[config.mk]
export PLATFORM = sky130hd
export DESIGN_NAME = cosmic_trigger_ctrl_flat
export DESIGN_NICKNAME = d
export VERILOG_FILES = /design/src/rtl/cosmic_trigger_ctrl_if.sv /design/src/rtl/cosmic_trigger_ctrl.sv /design/src/flat_wrapper.sv
export SDC_FILE = /design/constraint.sdc
export NUM_CORES = 1
export LEC_CHECK = 0
export CORE_ASPECT_RATIO = 1.25
export CORE_MARGIN = 2
export CORE_UTILIZATION = 45
export DETAILED_ROUTE_END_ITERATION = 7
export PLACE_DENSITY_LB_ADDON = 0.08
export SLEW_MARGIN = 20
export SYNTH_ARGS = -nofsm -noshare
export SYNTH_HDL_FRONTEND = slang
export SYNTH_SLANG_ARGS = --single-unit
[constraint.sdc]
create_clock -name clk -period 4.5 [get_ports clk]
set_clock_uncertainty 0.2 [all_clocks]
set_input_delay 0.9 -clock clk [delete_from_list [all_inputs] [get_ports clk]]
set_output_delay 0.9 -clock clk [all_outputs]
set_load 0.02 [all_outputs]
[src/rtl/cosmic_trigger_ctrl_if.sv]
// Discriminator-side and DAQ-side signals of the cosmic trigger sequencer.
// master = trigger controller, slave = hit source / DAQ readout.
interface cosmic_trigger_ctrl_if #(
    parameter int N_CH = 18
);
    logic [N_CH-1:0] hit;
    logic [N_CH-1:0] ch_mask;
    logic            enable;
    logic [15:0]     prescale;
    logic            daq_ack;
    logic            trig_out;
    logic [N_CH-1:0] hit_pattern;
    logic            pattern_valid;
    logic            busy;
    logic            timeout_err;
    logic [31:0]     trig_count;
    logic [31:0]     cand_count;

    modport master (
        input  hit, ch_mask, enable, prescale, daq_ack,
        output trig_out, hit_pattern, pattern_valid, busy, timeout_err,
               trig_count, cand_count
    );

    modport slave (
        output hit, ch_mask, enable, prescale, daq_ack,
        input  trig_out, hit_pattern, pattern_valid, busy, timeout_err,
               trig_count, cand_count
    );
endinterface

[src/rtl/cosmic_trigger_ctrl.sv]
// Cosmic OR trigger sequencer: edge-detect masked hits, gate, prescale, fire, hold pattern for DAQ, dead time.
// Moore outputs; trig_out follows the opening edge by GATE_LEN+1 cycles; DAQ backpressure via daq_ack with timeout.
module cosmic_trigger_ctrl #(
    parameter int N_CH        = 18,
    parameter int GATE_LEN    = 4,
    parameter int DEAD_LEN    = 16,
    parameter int ACK_TIMEOUT = 256
) (
    input  logic                  clk,
    input  logic                  rst,
    cosmic_trigger_ctrl_if.master bus
);
    localparam int CNT_MAX = (ACK_TIMEOUT > DEAD_LEN)
                           ? ((ACK_TIMEOUT > GATE_LEN) ? ACK_TIMEOUT : GATE_LEN)
                           : ((DEAD_LEN > GATE_LEN) ? DEAD_LEN : GATE_LEN);
    localparam int CW = $clog2(CNT_MAX + 1);

    typedef enum logic [2:0] {
        S_IDLE,
        S_GATE,
        S_FIRE,
        S_WAIT_ACK,
        S_DEAD
    } state_t;

    state_t          state_q, state_d;
    logic [N_CH-1:0] hit_q;
    logic [N_CH-1:0] pat_q, pat_d;
    logic [CW-1:0]   cnt_q, cnt_d;
    logic [15:0]     ps_cnt_q, ps_cnt_d;
    logic            err_q, err_d;
    logic [31:0]     trig_cnt_q, trig_cnt_d;
    logic [31:0]     cand_cnt_q, cand_cnt_d;
    logic [N_CH-1:0] hit_edge;

    assign hit_edge = bus.hit & ~hit_q & bus.ch_mask;

    always_ff @(posedge clk or posedge rst) begin
        if (rst) begin
            state_q    <= S_IDLE;
            hit_q      <= '0;
            pat_q      <= '0;
            cnt_q      <= '0;
            ps_cnt_q   <= '0;
            err_q      <= 1'b0;
            trig_cnt_q <= '0;
            cand_cnt_q <= '0;
        end else begin
            state_q    <= state_d;
            hit_q      <= bus.hit;
            pat_q      <= pat_d;
            cnt_q      <= cnt_d;
            ps_cnt_q   <= ps_cnt_d;
            err_q      <= err_d;
            trig_cnt_q <= trig_cnt_d;
            cand_cnt_q <= cand_cnt_d;
        end
    end

    // One shared counter serves the gate, ack-timeout and dead phases since they never overlap.
    always_comb begin
        state_d    = state_q;
        pat_d      = pat_q;
        cnt_d      = cnt_q;
        ps_cnt_d   = ps_cnt_q;
        err_d      = err_q;
        trig_cnt_d = trig_cnt_q;
        cand_cnt_d = cand_cnt_q;
        case (state_q)
            S_IDLE: begin
                if (bus.enable && (|hit_edge)) begin
                    state_d    = S_GATE;
                    pat_d      = hit_edge;
                    cnt_d      = CW'(GATE_LEN - 1);
                    cand_cnt_d = cand_cnt_q + 32'd1;
                end
            end
            S_GATE: begin
                pat_d = pat_q | hit_edge;
                if (cnt_q == '0) begin
                    // >= rather than == so a prescale lowered mid-run accepts immediately.
                    if (ps_cnt_q >= bus.prescale) begin
                        state_d    = S_FIRE;
                        ps_cnt_d   = '0;
                        trig_cnt_d = trig_cnt_q + 32'd1;
                    end else begin
                        state_d  = S_DEAD;
                        ps_cnt_d = ps_cnt_q + 16'd1;
                        pat_d    = '0;
                        cnt_d    = CW'(DEAD_LEN - 1);
                    end
                end else begin
                    cnt_d = cnt_q - CW'(1);
                end
            end
            S_FIRE: begin
                state_d = S_WAIT_ACK;
                cnt_d   = '0;
            end
            S_WAIT_ACK: begin
                if (bus.daq_ack || (cnt_q == CW'(ACK_TIMEOUT - 1))) begin
                    state_d = S_DEAD;
                    pat_d   = '0;
                    cnt_d   = CW'(DEAD_LEN - 1);
                    if (!bus.daq_ack) err_d = 1'b1;
                end else begin
                    cnt_d = cnt_q + CW'(1);
                end
            end
            S_DEAD: begin
                if (cnt_q == '0) state_d = S_IDLE;
                else             cnt_d   = cnt_q - CW'(1);
            end
            default: begin
                state_d = S_IDLE;
            end
        endcase
    end

    assign bus.trig_out      = (state_q == S_FIRE);
    assign bus.pattern_valid = (state_q == S_FIRE) || (state_q == S_WAIT_ACK);
    assign bus.busy          = (state_q != S_IDLE);
    assign bus.hit_pattern   = pat_q;
    assign bus.timeout_err   = err_q;
    assign bus.trig_count    = trig_cnt_q;
    assign bus.cand_count    = cand_cnt_q;
endmodule

[src/flat_wrapper.sv]
// flat-port wrapper written by rule: the top's interface ports become plain ports
module cosmic_trigger_ctrl_flat 
#(
    parameter int N_CH        = 18,
    parameter int GATE_LEN    = 4,
    parameter int DEAD_LEN    = 16,
    parameter int ACK_TIMEOUT = 256
)
  (clk, rst, bus_hit, bus_ch_mask, bus_enable, bus_prescale, bus_daq_ack, bus_trig_out, bus_hit_pattern, bus_pattern_valid, bus_busy, bus_timeout_err, bus_trig_count, bus_cand_count);
  cosmic_trigger_ctrl_if #(.N_CH(N_CH)) bus_i ();
  input  logic clk;
  input  logic rst;
  input wire logic [$bits(bus_i.hit)-1:0] bus_hit;
  input wire logic [$bits(bus_i.ch_mask)-1:0] bus_ch_mask;
  input wire logic [$bits(bus_i.enable)-1:0] bus_enable;
  input wire logic [$bits(bus_i.prescale)-1:0] bus_prescale;
  input wire logic [$bits(bus_i.daq_ack)-1:0] bus_daq_ack;
  output wire logic [$bits(bus_i.trig_out)-1:0] bus_trig_out;
  output wire logic [$bits(bus_i.hit_pattern)-1:0] bus_hit_pattern;
  output wire logic [$bits(bus_i.pattern_valid)-1:0] bus_pattern_valid;
  output wire logic [$bits(bus_i.busy)-1:0] bus_busy;
  output wire logic [$bits(bus_i.timeout_err)-1:0] bus_timeout_err;
  output wire logic [$bits(bus_i.trig_count)-1:0] bus_trig_count;
  output wire logic [$bits(bus_i.cand_count)-1:0] bus_cand_count;
  assign bus_i.hit = bus_hit;
  assign bus_i.ch_mask = bus_ch_mask;
  assign bus_i.enable = bus_enable;
  assign bus_i.prescale = bus_prescale;
  assign bus_i.daq_ack = bus_daq_ack;
  assign bus_trig_out = bus_i.trig_out;
  assign bus_hit_pattern = bus_i.hit_pattern;
  assign bus_pattern_valid = bus_i.pattern_valid;
  assign bus_busy = bus_i.busy;
  assign bus_timeout_err = bus_i.timeout_err;
  assign bus_trig_count = bus_i.trig_count;
  assign bus_cand_count = bus_i.cand_count;
  cosmic_trigger_ctrl #(.N_CH(N_CH), .GATE_LEN(GATE_LEN), .DEAD_LEN(DEAD_LEN), .ACK_TIMEOUT(ACK_TIMEOUT)) u_core (.clk(clk), .rst(rst), .bus(bus_i));
endmodule
==> impl_results.md, run 1 <==
- Outcome: completed
- Drt wl/cell: roughly 17 um
- Post-cts gate resize count: 0
- Clock tree sinks: roughly 130
- Min Tclk post-route: 3590 ps
- Hold_buf cts: 0
- # Post-CTS Setup Buffers: 0
- Clk root buf: clkbuf_16
- Clk pwr share: roughly 30%
- Placed cells: ~1000
- Yosys reg bits: 129
- Buffers on Ports: around 140
- R2r worst-path depth: 8
- Ys async rst share: 100%
- Drt total wl: between 15000 and 20000 um
- DRC viols: 0
- DIE HEIGHT: ~140 um
- Leak: 3.92 nW
- Avg Cell Area, Syn: 9.91 um^2
- Row count: 50
- Count leader, synth: dfrtp_1
- Peak VDD IR: between 0.2 and 0.3 mV
- Setup TNS Final: 0 ps
- Fin nets: about 900
- Final HPWL DP: roughly 13000 um
- Worst setup SP type: primary input
- Post-DP Area: ~8400 um^2
- Synth cell types: 64
- DRT antenna net count: 0
- Final hold vios: 0
- Synth Warn #: 0
- Syn_nets: 764
- Synth Instances: ~690
- Area grow syn2layout: 32.1%
- Final cell count without fillers: between 1000 and 1500
- Period utilization: roughly four fifths
- Fmax achieved: 278 MHz
- Layout filler cell count: approximately 1300
- Full die area: ~16000 um^2
- Initial antenna violation count: 0
- Hold Path Class: flop to flop
- Top cells by count, synth: 129 x dfrtp_1, 65 x nor2_1, 51 x inv_1
- Internal power: 2.69 mW
- PD cells: 471 nW/um^2
- Mapped Area: 6800 um^2
- Unrepaired setup endpoints after global routing: no
- Seq/Total Area, Yosys: 47.5%
- Setup CP Type: primary input to flop
- H-tree depth: 4
- EDFF count, synth: 0
- Critical path arrival: 3690 ps
- Antenna Diode Count: 0
- Sw Share: a little over a third
- Die W: about 110 um
- Global route overflow: 0
- Layout Utilization: 60.3%
- CP Max Fanout: 12
- Pin count of the biggest net entering global routing: 130
- Yosys top cell area share: 47.5%
- Num CTS Buffers: 17
- First-pass GRT wire length: between 20000 and 30000 um
- Post-route cell area: roughly 9000 um^2
- CTS tree: done
- Net Sw Power: around 1.5 mW
- Max-cap viol count: 0
- Skew-Pair Late Insertion Delay: 410 ps
- Pins Over Slew Limit: 0
- Number of cells on the worst hold path: 2
- Comb pwr share: between 30% and 40%
- Via count: between 5000 and 6000
- Slew HR: between 40% and 50%
- Tot GR Track Use: 22.5%
- Vias/cell: approximately 5.6
- I/O pin cnt: approximately 140
- Synth area leader: dfrtp_1
- Layout cells sized above 1: approximately 7.5%
- Clock buffer depth: 2
- DRT Pass-1 Iters: 5
- Routability cong.: slightly above 0.8
- Commonest register cell after synthesis: dfrtp_1
- Via count of the first global-routing pass: approximately 5900
- Worst-margin pin slew: between 800 and 900 ps
- Synth area leaders: dfrtp_1 47%, xnor2_1 4.6%, xor2_1 4.1%
- Core footprint: 14900 um^2
- Starting density of the core: 45.6%
- Crit end category: flop
- Final setup fails: 0
- Sequential Power Share: 36.4%
- Clock-pin slew on the worst setup and hold paths: 50 ps
- CP Data Required Time: 4590 ps
- DRT iter0 DRCs: roughly 480
==> worst max-delay path, cell delays in order <==
cell and delay, ps:
clkdlybuf4s50_1 450, inv_1 50, ha_1 310, nand4_1 190, nor4_1 550, o31ai_2 220
a31oi_2 280, buf_4 230, nor2b_1 60, buf_4 170, mux2_2 270
==> sequential cells by signal, summed over array words and instances, names as in the netlist <==
register,cells
u_core.bus.timeout_err,1
u_core.cnt_q,9
u_core.bus.cand_count,32
u_core.bus.hit_pattern,18
u_core.state_q,3
u_core.ps_cnt_q,16
u_core.bus.trig_count,32
u_core.hit_q,18
==> power by group through the flow <==
stage	Clock (mW)	Sequential, mW	Combinational [mW]
2_1_floorplan	0	1.54	0.916
3_3_place_gp	0	1.54	1.34
3_5_place_dp	0	1.55	1.39
4_1_cts	1.32	1.54	1.40
5_1_grt	1.37	1.57	1.55
6_report	1.29	1.54	1.40
==> metrics by stage <==
stage | hold WS (ps) | setup slack (ps) | total power, mW
after detailed placement | 259 | 477 | 2.95
after global placement | 253 | 611 | 2.89
after CTS | 272 | 911 | 4.25
after global routing | 292 | 738 | 4.49
after floorplan | 297 | 1420 | 2.46
final | 265 | 905 | 4.23
==> area by class of cell <==
class                      instances  area, um^2  share of cell area [%]
timing repair buffer             149        1480                    16.5
inverter                          51         195                    2.17
clock buffer                      21         470                    5.24
clock inverter                     9        85.1                   0.947
multi-input combinational        484        3290                    36.6
sequential                       129        3230                    35.9
tap                              182         228                    2.54
==> per-layer routing <==
layer	share of wire, %	routed length [um]	up-vias	GRT usage [%]
met1	41	7180	2828	26.8
met2	52	9090	168	39.8
met3	4.9	848	25	5.89
met5	0	0	-	0
li1	-	-	2733	-
met4	1.5	267	0	6.87
==> cells in the final DEF (no fill, tap or decap), types with 14 or more instances in the layout <==
| cell type | netlist | routed |
|---|---|---|
| and3b_1 | 17 | 17 |
| and3_1 | 14 | 14 |
| xnor2_1 | 36 | 36 |
| dfrtp_1 | 129 | 129 |
| ha_1 | 22 | 22 |
| nand4_1 | 28 | 28 |
| nand2_1 | 44 | 44 |
| clkbuf_16 | 0 | 17 |
| xor2_1 | 32 | 32 |
| clkdlybuf4s50_1 | 0 | 141 |
| a21oi_1 | 23 | 23 |
| nand3_1 | 28 | 28 |
| a221oi_1 | 19 | 19 |
| inv_1 | 51 | 50 |
| nor2_1 | 65 | 65 |
| o21ai_0 | 41 | 41 |
==> kinds of logic after synthesis <==
family / after synthesis / share of synthesized area, %
XOR/XNOR: 68 / 8.76
adder cells (fa/ha/maj): 22 / 4.05
buffers and inverters: 73 / 4.20
flip-flops: 129 / 47.5
AND/OR/NAND/NOR: 262 / 21.6
multiplexers: 7 / 1.31
AO/OA/AOI/OAI: 125 / 12.6
==> final timing paths <==
kind                                        startpoint  slack (ps)                         to
worst min register to register  u_core.bus.timeout_err         270     u_core.bus.timeout_err
worst max register to register         u_core.cnt_q[0]        1070  u_core.bus.hit_pattern[5]
min in group asynchronous                          rst         800  u_core.bus.trig_count[15]
worst max-delay path                  bus_prescale[15]         910            u_core.cnt_q[3]
worst min-delay path            u_core.bus.timeout_err         270     u_core.bus.timeout_err
max in group asynchronous                          rst        2700   u_core.bus.trig_count[0]
(Power assumes the default switching activity.)
==> inputs of run 2 (changes only) <==
==> constraint.sdc (replaced) <==
create_clock -name clk -period 3.8 [get_ports clk]
set_clock_uncertainty 0.2 [all_clocks]
set_input_delay 0.76 -clock clk [delete_from_list [all_inputs] [get_ports clk]]
set_output_delay 0.76 -clock clk [all_outputs]
set_load 0.02 [all_outputs]
==> run 2 against run 1 <==
Against the previous run: hold slack gained 7.2 ps; flip-flop and latch count did not move; routed wire length is 0.68% higher; non-clock buffer count rose by 4; critical path type unchanged.
==> impl_results.md, run 2 (synthesis results as in run 1) <==
- Via count: just under 6000
- Setup CP Type: primary input to flop
- Met3 usage: about 5.5%
- Clock buffer depth: 2
- DIE HEIGHT: between 100 and 150 um
- First-pass GRT wire length: just under 30000 um
- Crit Reg-Reg Startpoint: u_core.cnt_q[0]
- Global route overflow: 0
- H-tree depth: 4
- Tot GR Track Use: a little under a quarter
- DRC viols: 0
- Peak VDD IR: ~0.36 mV
- Hold_buf cts: 0
- Final hold vios: 0
- Setup crit start: bus_prescale[1]
- Starting density of the core: 45.6%
- Row count: 50
- Drt total wl: ~18000 um
- Fin nets: 914
- CTS tree: done
- Core footprint: roughly 15000 um^2
- Drt wl/cell: 17.0 um
- Initial antenna violation count: 0
- Fmax achieved: between 200 and 300 MHz
- CP Data Required Time: slightly below 4000 ps
- Die W: 114 um
- Worst-margin pin slew: between 800 and 900 ps
- Period utilization: 89.9%
- Layout cells sized above 1: around 7.8%
- Full die area: 16100 um^2
- Min Tclk post-route: roughly 3400 ps
- Clock-pin slew on the worst setup and hold paths: 50 ps
- Critical path arrival: approximately 3500 ps
- GRT busiest layer: met2
- Layout filler cell count: about 1300
- Final HPWL DP: approximately 13000 um
- Vias/cell: about 5.6
- Commonest non-fill, non-tap cell in the layout: clkdlybuf4s50_1
- Post-cts gate resize count: 0
- Max-cap viol count: 0
- Total power: ~5.2 mW
- Antenna Diode Count: 0
- # Post-CTS Setup Buffers: 0
- Min-delay src: u_core.bus.timeout_err
- Routability cong.: 0.844
- Clk root buf: clkbuf_16
- Num CTS Buffers: 17
- Sequential cell area: around 3200 um^2
- Worst setup SP type: primary input
- Multi-input gate area: roughly 3300 um^2
- Crit end category: flop
- Unrepaired setup endpoints after global routing: no
- Leak: 3.97 nW
- CP Max Fanout: 18
- Setup TNS Final: 0 ps
- Met1 Use GR: between 20% and 30%
- DRT iter0 DRCs: around 350
- I/O pin cnt: about 140
- Met2 Usage GRT: between 30% and 40%
- PD cells: approximately 570 nW/um^2
- Area grow syn2layout: 33.5%
- DRT Pass-1 Iters: 4
- DRT antenna net count: 0
- Outcome: completed
- Pins Over Slew Limit: 0
- Hold Path Class: flop to flop
- Final setup fails: 0
- Via count of the first global-routing pass: just under 6000
- Skew-Pair Late Insertion Delay: 420 ps
- Pin count of the biggest net entering global routing: 73
- Clock tree sinks: approximately 130
- Slew HR: between 40% and 50%
- Most frequent cells in the layout: 141 x clkdlybuf4s50_1, 129 x dfrtp_1, 65 x nor2_1
- Buffers on Ports: approximately 140
[run 2: cell count changes in the layout (fill, tap and decap cells not counted)]
cell / before / now
clkbuf_1: 1 / 3
clkinv_2: 3 / 2
clkbuf_8: 3 / 2
buf_4: 7 / 11
clkinvlp_4: 4 / 1
bufinv_16: 1 / 4
clkinv_4: 2 / 3
[run 2: layout make-up]
type                            count  area share [%]
Timing Repair Buffer              153            16.7
Multi-Input combinational cell    484            36.2
Tap cell                          182            2.51
Inverter                           51            2.15
Clock inverter                      9            1.72
Clock buffer                       22            5.12
Sequential cell                   129            35.6
[run 2: routing by layer]
metal / part of all wire (%) / wire length [um]
met4: 1.6 / 280
met1: 41 / 7260
met3: 4.8 / 842
met2: 52 / 9130
met5: 0 / 0
[run 2: worst max-delay path, cell delays in order]
cell	delay, ps
clkdlybuf4s50_1	460
inv_1	40
ha_1	290
nor2b_1	140
o211a_1	220
o31ai_2	420
nand4_1	210
a21oi_2	700
a221oi_1	220
[run 2: report_power, final]
part | switching [mW] | internal (mW) | total (mW) | leakage, nW
registers | 0.260 | 1.56 | 1.82 | 1.66
logic | 0.970 | 0.687 | 1.66 | 2.01
clock network | 0.596 | 1.13 | 1.73 | 0.304
total | 1.83 | 3.38 | 5.20 | 3.97
[run 2: per-stage QoR]
stage | hold WS, ps | area (um^2) | setup WS [ps] | utilization, % | instances
CTS | 280 | 9070 | 412 | 60.9 | 1030
floorplan | 297 | 6800 | 858 | - | 686
global route | 308 | 9070 | 186 | 60.9 | 1030
detailed placement | 267 | 8450 | -16.7 | 56.8 | 999
global placement | 255 | 8450 | 56.0 | 56.8 | 999
finish | 272 | 9070 | 382 | 60.9 | 1030
[run 2: worst paths after layout]
kind	to	slack, ps	cells past startpoint
max	u_core.bus.hit_pattern[7]	380	9
min in group asynchronous	u_core.hit_q[13]	540	2
min	u_core.bus.timeout_err	270	2
min reg2reg	u_core.bus.timeout_err	270	2
max reg2reg	u_core.bus.hit_pattern[1]	550	10
max in group asynchronous	u_core.cnt_q[7]	2010	3
